$ cat src/rtl/instr_fetch_if.sv
// instr_fetch_if: fetch-queue to decode handshake.
// Source drives the queue head; sink drives ready.
interface instr_fetch_if;
  logic        out_valid;
  logic        out_ready;
  logic [31:0] out_ins;
  logic [31:0] out_pc;

  modport master (
    output out_valid,
    output out_ins,
    output out_pc,
    input  out_ready
  );

  modport slave (
    input  out_valid,
    input  out_ins,
    input  out_pc,
    output out_ready
  );
endinterface

$ cat src/rtl/instr_fetch.sv
// instr_fetch: PC generator and 2-entry registered fetch
// queue feeding decode, with redirect and sticky fetch error.
module instr_fetch #(
  parameter logic [31:0] RESET_PC  = 32'h0000_0000,
  parameter int unsigned MEM_BYTES = 48,
  parameter int unsigned DEPTH     = 2
) (
  input  logic          clk,
  input  logic          rst_n,
  output logic [31:0]   imem_addr,
  input  logic [31:0]   imem_ins,
  input  logic          redirect_valid,
  input  logic [31:0]   redirect_pc,
  output logic          fetch_err,
  instr_fetch_if.master fq
);
  localparam logic [31:0] LAST = 32'(MEM_BYTES - 4);
  localparam int CW = $clog2(DEPTH + 1);
  localparam logic [CW-1:0] FULL = CW'(DEPTH);

  typedef struct packed {
    logic [31:0] pc;
    logic [31:0] ins;
  } ent_t;

  logic [31:0]   pc;
  logic          err_q;
  logic          pc_bad;
  logic          pop;
  logic          fetch;
  logic          slot0;
  logic [CW-1:0] cnt;
  ent_t          e0;
  ent_t          e1;
  ent_t          ent_new;

  assign pc_bad    = (pc[1:0] != 2'b00) || (pc > LAST);
  assign fetch_err = err_q | pc_bad;
  assign imem_addr = pc;
  assign pop       = fq.out_valid && fq.out_ready;
  assign fetch     = !redirect_valid && !fetch_err
                  && ((cnt < FULL) || pop);
  // new entry goes to the head when the queue is empty after pop
  assign slot0     = (cnt == '0)
                  || ((cnt == CW'(1)) && pop);
  assign ent_new   = {pc, imem_ins};

  assign fq.out_valid = (cnt != '0);
  assign fq.out_ins   = e0.ins;
  assign fq.out_pc    = e0.pc;

  // PC and sticky error: redirect wins, else advance on fetch
  always_ff @(posedge clk or negedge rst_n) begin
    if (!rst_n) begin
      pc    <= RESET_PC;
      err_q <= 1'b0;
    end else begin
      unique case (1'b1)
        redirect_valid: begin
          pc    <= redirect_pc;
          err_q <= 1'b0;
        end
        fetch: pc <= pc + 32'd4;
        default: err_q <= err_q | pc_bad;
      endcase
    end
  end

  // queue: head in e0; redirect flushes and ignores pop
  always_ff @(posedge clk or negedge rst_n) begin
    if (!rst_n) begin
      cnt <= '0;
      e0  <= '0;
      e1  <= '0;
    end else if (redirect_valid) begin
      cnt <= '0;
    end else begin
      if (pop)
        e0 <= e1;
      if (fetch && slot0)
        e0 <= ent_new;
      if (fetch && !slot0)
        e1 <= ent_new;
      cnt <= cnt + CW'(fetch) - CW'(pop);
    end
  end
endmodule
$ cat src/flat_wrapper.sv
// flat-port wrapper written by rule: the top's interface ports become plain ports
module instr_fetch_flat 
#(
  parameter logic [31:0] RESET_PC  = 32'h0000_0000,
  parameter int unsigned MEM_BYTES = 48,
  parameter int unsigned DEPTH     = 2
)
  (clk, rst_n, imem_addr, imem_ins, redirect_valid, redirect_pc, fetch_err, fq_out_valid, fq_out_ins, fq_out_pc, fq_out_ready);
  instr_fetch_if fq_i ();
  input  logic clk;
  input  logic rst_n;
  output logic [31:0] imem_addr;
  input  logic [31:0] imem_ins;
  input  logic redirect_valid;
  input  logic [31:0] redirect_pc;
  output logic fetch_err;
  output wire logic [$bits(fq_i.out_valid)-1:0] fq_out_valid;
  output wire logic [$bits(fq_i.out_ins)-1:0] fq_out_ins;
  output wire logic [$bits(fq_i.out_pc)-1:0] fq_out_pc;
  input wire logic [$bits(fq_i.out_ready)-1:0] fq_out_ready;
  assign fq_out_valid = fq_i.out_valid;
  assign fq_out_ins = fq_i.out_ins;
  assign fq_out_pc = fq_i.out_pc;
  assign fq_i.out_ready = fq_out_ready;
  instr_fetch #(.RESET_PC(RESET_PC), .MEM_BYTES(MEM_BYTES), .DEPTH(DEPTH)) u_core (.clk(clk), .rst_n(rst_n), .imem_addr(imem_addr), .imem_ins(imem_ins), .redirect_valid(redirect_valid), .redirect_pc(redirect_pc), .fetch_err(fetch_err), .fq(fq_i));
endmodule
$ cat config.mk
export PLATFORM = sky130hd
export DESIGN_NAME = instr_fetch_flat
export DESIGN_NICKNAME = d
export VERILOG_FILES = /design/src/rtl/instr_fetch_if.sv /design/src/rtl/instr_fetch.sv /design/src/flat_wrapper.sv
export SDC_FILE = /design/constraint.sdc
export NUM_CORES = 1
export LEC_CHECK = 0
export CORE_ASPECT_RATIO = 1.4
export CORE_MARGIN = 2
export CORE_UTILIZATION = 49
export CTS_CLUSTER_DIAMETER = 100
export DETAILED_ROUTE_END_ITERATION = 10
export HOLD_SLACK_MARGIN = 0.15
export PLACE_DENSITY = 0.79
export SYNTH_ARGS = -nofsm -noshare
export SYNTH_HDL_FRONTEND = slang
export SYNTH_SLANG_ARGS = --single-unit
$ cat constraint.sdc
create_clock -name clk -period 2.5 [get_ports clk]
set_input_delay 0.625 -clock clk [delete_from_list [all_inputs] [get_ports clk]]
set_output_delay 0.625 -clock clk [all_outputs]
set_load 0.03 [all_outputs]
==> impl_metrics.json <==
{
  "outcome": "finished, final reports clean",
  "setup_violations": 0,
  "crit_required_ns": 1.88,
  "p_sw_mw": 2.23,
  "relSlewSlack_pct": 58.0,
  "grt-ovfl-total": 0,
  "reg2reg_from": "u_core.imem_addr[27]",
  "yosysTopAreaCellShare_pct": 60.5,
  "place_ws_ns": -0.0793,
  "drt_iter0_markers": 111,
  "initial_core_util_pct": 50.3,
  "cts_tree": "yes",
  "syn-instance-count": 453,
  "p_seq_share_pct": 42.4,
  "crit_family": "buffers and inverters",
  "synth.area.top_cells": "dfrtp_1 (61%), mux2_2 (27%), nor2b_1 (5.5%), buf_2 (0.89%), buf_6 (0.67%)",
  "grt_pass1_vias": 4657,
  "vias": 4260,
  "seq_area_frac_synth_pct": 60.5,
  "cts_root_buf": "clkbuf_16",
  "end_kind": "output pin",
  "drt-total-wl_mm": 14.0,
  "p_int_mw": 5.11,
  "ys_warn_count": 0,
  "combPwrFrac_pct": 25.0,
  "drv_slew": 0,
  "n_antenna_cell": 0,
  "grt_pass1_wl_mm": 22.8,
  "clkPwrFrac_pct": 32.7,
  "yosys.area.top_type": "dfrtp_1",
  "gp_congestion": 0.765,
  "worstPathArrival_ns": 1.85,
  "cp_cell_sequence": "or2_2, clkdlybuf4s50_1",
  "clkSlewWorstSetupHoldPaths_ns": 0.06,
  "worstMarginPinSlew_ns": 0.630,
  "cap_viol_max_count": 0,
  "crit_type": "register to output pin",
  "antenna_found_initial": 0,
  "dp_cells": 794,
  "hold_violations": 0,
  "cts_sinks": 163,
  "final_cell_mix": "mux2_2 (163), clkdlybuf4s50_1 (163), dfrtp_1 (163), nor2b_1 (59), clkbuf_16 (17)",
  "grt.total_usage_pct": 20.0,
  "dpl_cell_area_um2": 8730,
  "die_area_um2": 14700,
  "crit_path_max_incr_delay_ns": 0.64,
  "cts-htree-levels": 4,
  "synth.avg_cell_area_um2": 14.9,
  "clk_latency_ns": 0.42,
  "path_buf_inv": 1,
  "rsz0062_at_grt": "false",
  "core.rowCount": 50,
  "core_area_um2": 13400,
  "postCtsHoldBufs": 0,
  "netlist-cell-type-count": 28,
  "port_buffers": 165,
  "final_nets": 706,
  "drive_above_1_share_pct": 35.2,
  "cpMaxStageDelayCell": "clkdlybuf4s50_1",
  "hp-class": "input port to async pin",
  "tns_ns": 0,
  "finalNonFillerCells": 830,
  "cp_max_fo": 6,
  "setup_ws_ns": 0.0295,
  "stdcell_area_um2": 9350,
  "ant_nets": 0,
  "ir_drop_v": 0.000512,
  "wl_per_cell_um": 16.9,
  "final.min_clock_period_ns": 2.47,
  "syn_to_final_growth_pct": 38.8,
  "clockBufferDepth": 2,
  "syn_nets": 524,
  "ios": 166,
  "fp.dieW_um": 103,
  "drc": 0,
  "dpl.hpwl_mm": 9.57,
  "firstDrtPassIters": 4,
  "die_h_um": 143,
  "numCtsBuffers": 17,
  "skew_ns": 0.0128,
  "crit_path_start": "u_core.cnt[1]",
  "multi_input_area_um2": 2570,
  "leakagePower_nw": 4.40,
  "regArea_um2": 4080,
  "utilization_pct": 69.9,
  "ys_seq_elements": 163,
  "fillCellCount": 966,
  "grt_max_degree": 69,
  "post-route-period-util_pct": 98.8,
  "viasPerCell": 5.13,
  "switching_share_pct": 30.3,
  "fmax_ghz": 0.405,
  "syn_area_um2": 6740,
  "power_density_nw_per_um2": 784,
  "worstSetupStartpointType": "register"
}
-- logic make-up (layout without fill, tap and decap cells) --
group / Yosys count / count (layout) / synth area share, %
mux: 166 / 166 / 27.7
flops: 163 / 163 / 60.5
simple gates: 83 / 83 / 7.82
buf+inv: 26 / 221 / 2.12
compound gates: 8 / 8 / 0.743
xor+xnor: 4 / 4 / 0.520
fa+ha+maj: 3 / 3 / 0.557
-- metrics by stage --
step,power (mW),hold WS (ns)
2_1_floorplan,4.11,0.329
3_3_place_gp,4.93,0.466
3_5_place_dp,4.98,0.479
4_1_cts,7.42,0.219
5_1_grt,7.65,0.235
6_report,7.33,0.216
-- synth_stat cells (all sizes together) --
| library cell | instances |
|---|---|
| clkbuf | 8 |
| buf | 16 |
| dfrtp | 163 |
| xor2 | 1 |
| inv | 2 |
| and2 | 1 |
| a211oi | 1 |
| a41o | 1 |
| mux2 | 165 |
| xnor2 | 3 |
| or2 | 2 |
| nand2 | 3 |
| nand4 | 2 |
| nor3 | 6 |
| o21ai | 4 |
| o21bai | 1 |
| nand2b | 1 |
| ha | 3 |
| nor4 | 6 |
| nor2 | 2 |
| mux2i | 1 |
| nor2b | 59 |
| a21oi | 1 |
| nor4b | 1 |
-- worst register-to-register path, cell delays in order, from the launching register on --
cell and delay [ns]:
dfrtp_1 0.40, nor4_2 0.30, nand4_1 0.20, buf_4 0.21, nor3_4 0.26, buf_12 0.23, mux2_2 0.38, mux2_2 0.26
-- state kept, by name, summed over array words and instances (netlist names) --
| name | flops |
|---|---|
| u_core.e1 | 64 |
| u_core.cnt | 2 |
| u_core.fq.out_pc | 32 |
| u_core.imem_addr | 32 |
| u_core.fq.out_ins | 32 |
| u_core.err_q | 1 |
-- power groups by stage --
stage               registers, mW  logic (mW)  clock network, mW
floorplan                    3.64       0.461                  0
global placement             3.14        1.79                  0
detailed placement           3.15        1.83                  0
CTS                          3.11        1.85               2.47
global route                 3.15        1.93               2.58
finish                       3.11        1.83               2.39
-- worst paths after layout --
kind	end	slack, ns	depth (start not counted)
setup / recovery	fq_out_valid	0.03	2
hold / removal	u_core.fq.out_ins[13]	0.22	1
setup reg to reg	u_core.fq.out_ins[21]	0.14	7
hold reg to reg	u_core.e1[59]	0.49	1
max in group asynchronous	u_core.fq.out_ins[1]	1.62	2
min in group clk	u_core.e1[59]	0.49	1
-- final cells by class --
class	count	area share, %
Multi-Input combinational cell	264	27.5
Inverter	2	0.0803
Timing Repair Buffer	187	20.5
Tap cell	182	2.43
Clock inverter	14	1.31
Sequential cell	163	43.6
Clock buffer	18	4.59
-- layer usage --
layer | GRT usage, % | vias to the layer above | wire, um
met5 | 0 | - | 0
li1 | - | 1951 | -
met1 | 23.0 | 2172 | 5640
met3 | 5.82 | 22 | 678
met2 | 34.4 | 115 | 7330
met4 | 8.38 | 0 | 382
-- timing repair --
item,CTS,global route
resized for setup,5,3
endpoints found under the hold margin,0,0
pin swaps,3,3
endpoints found under the setup margin,1,23
buffers inserted,4,1
No activity file was read; power rests on OpenSTA's default activity.
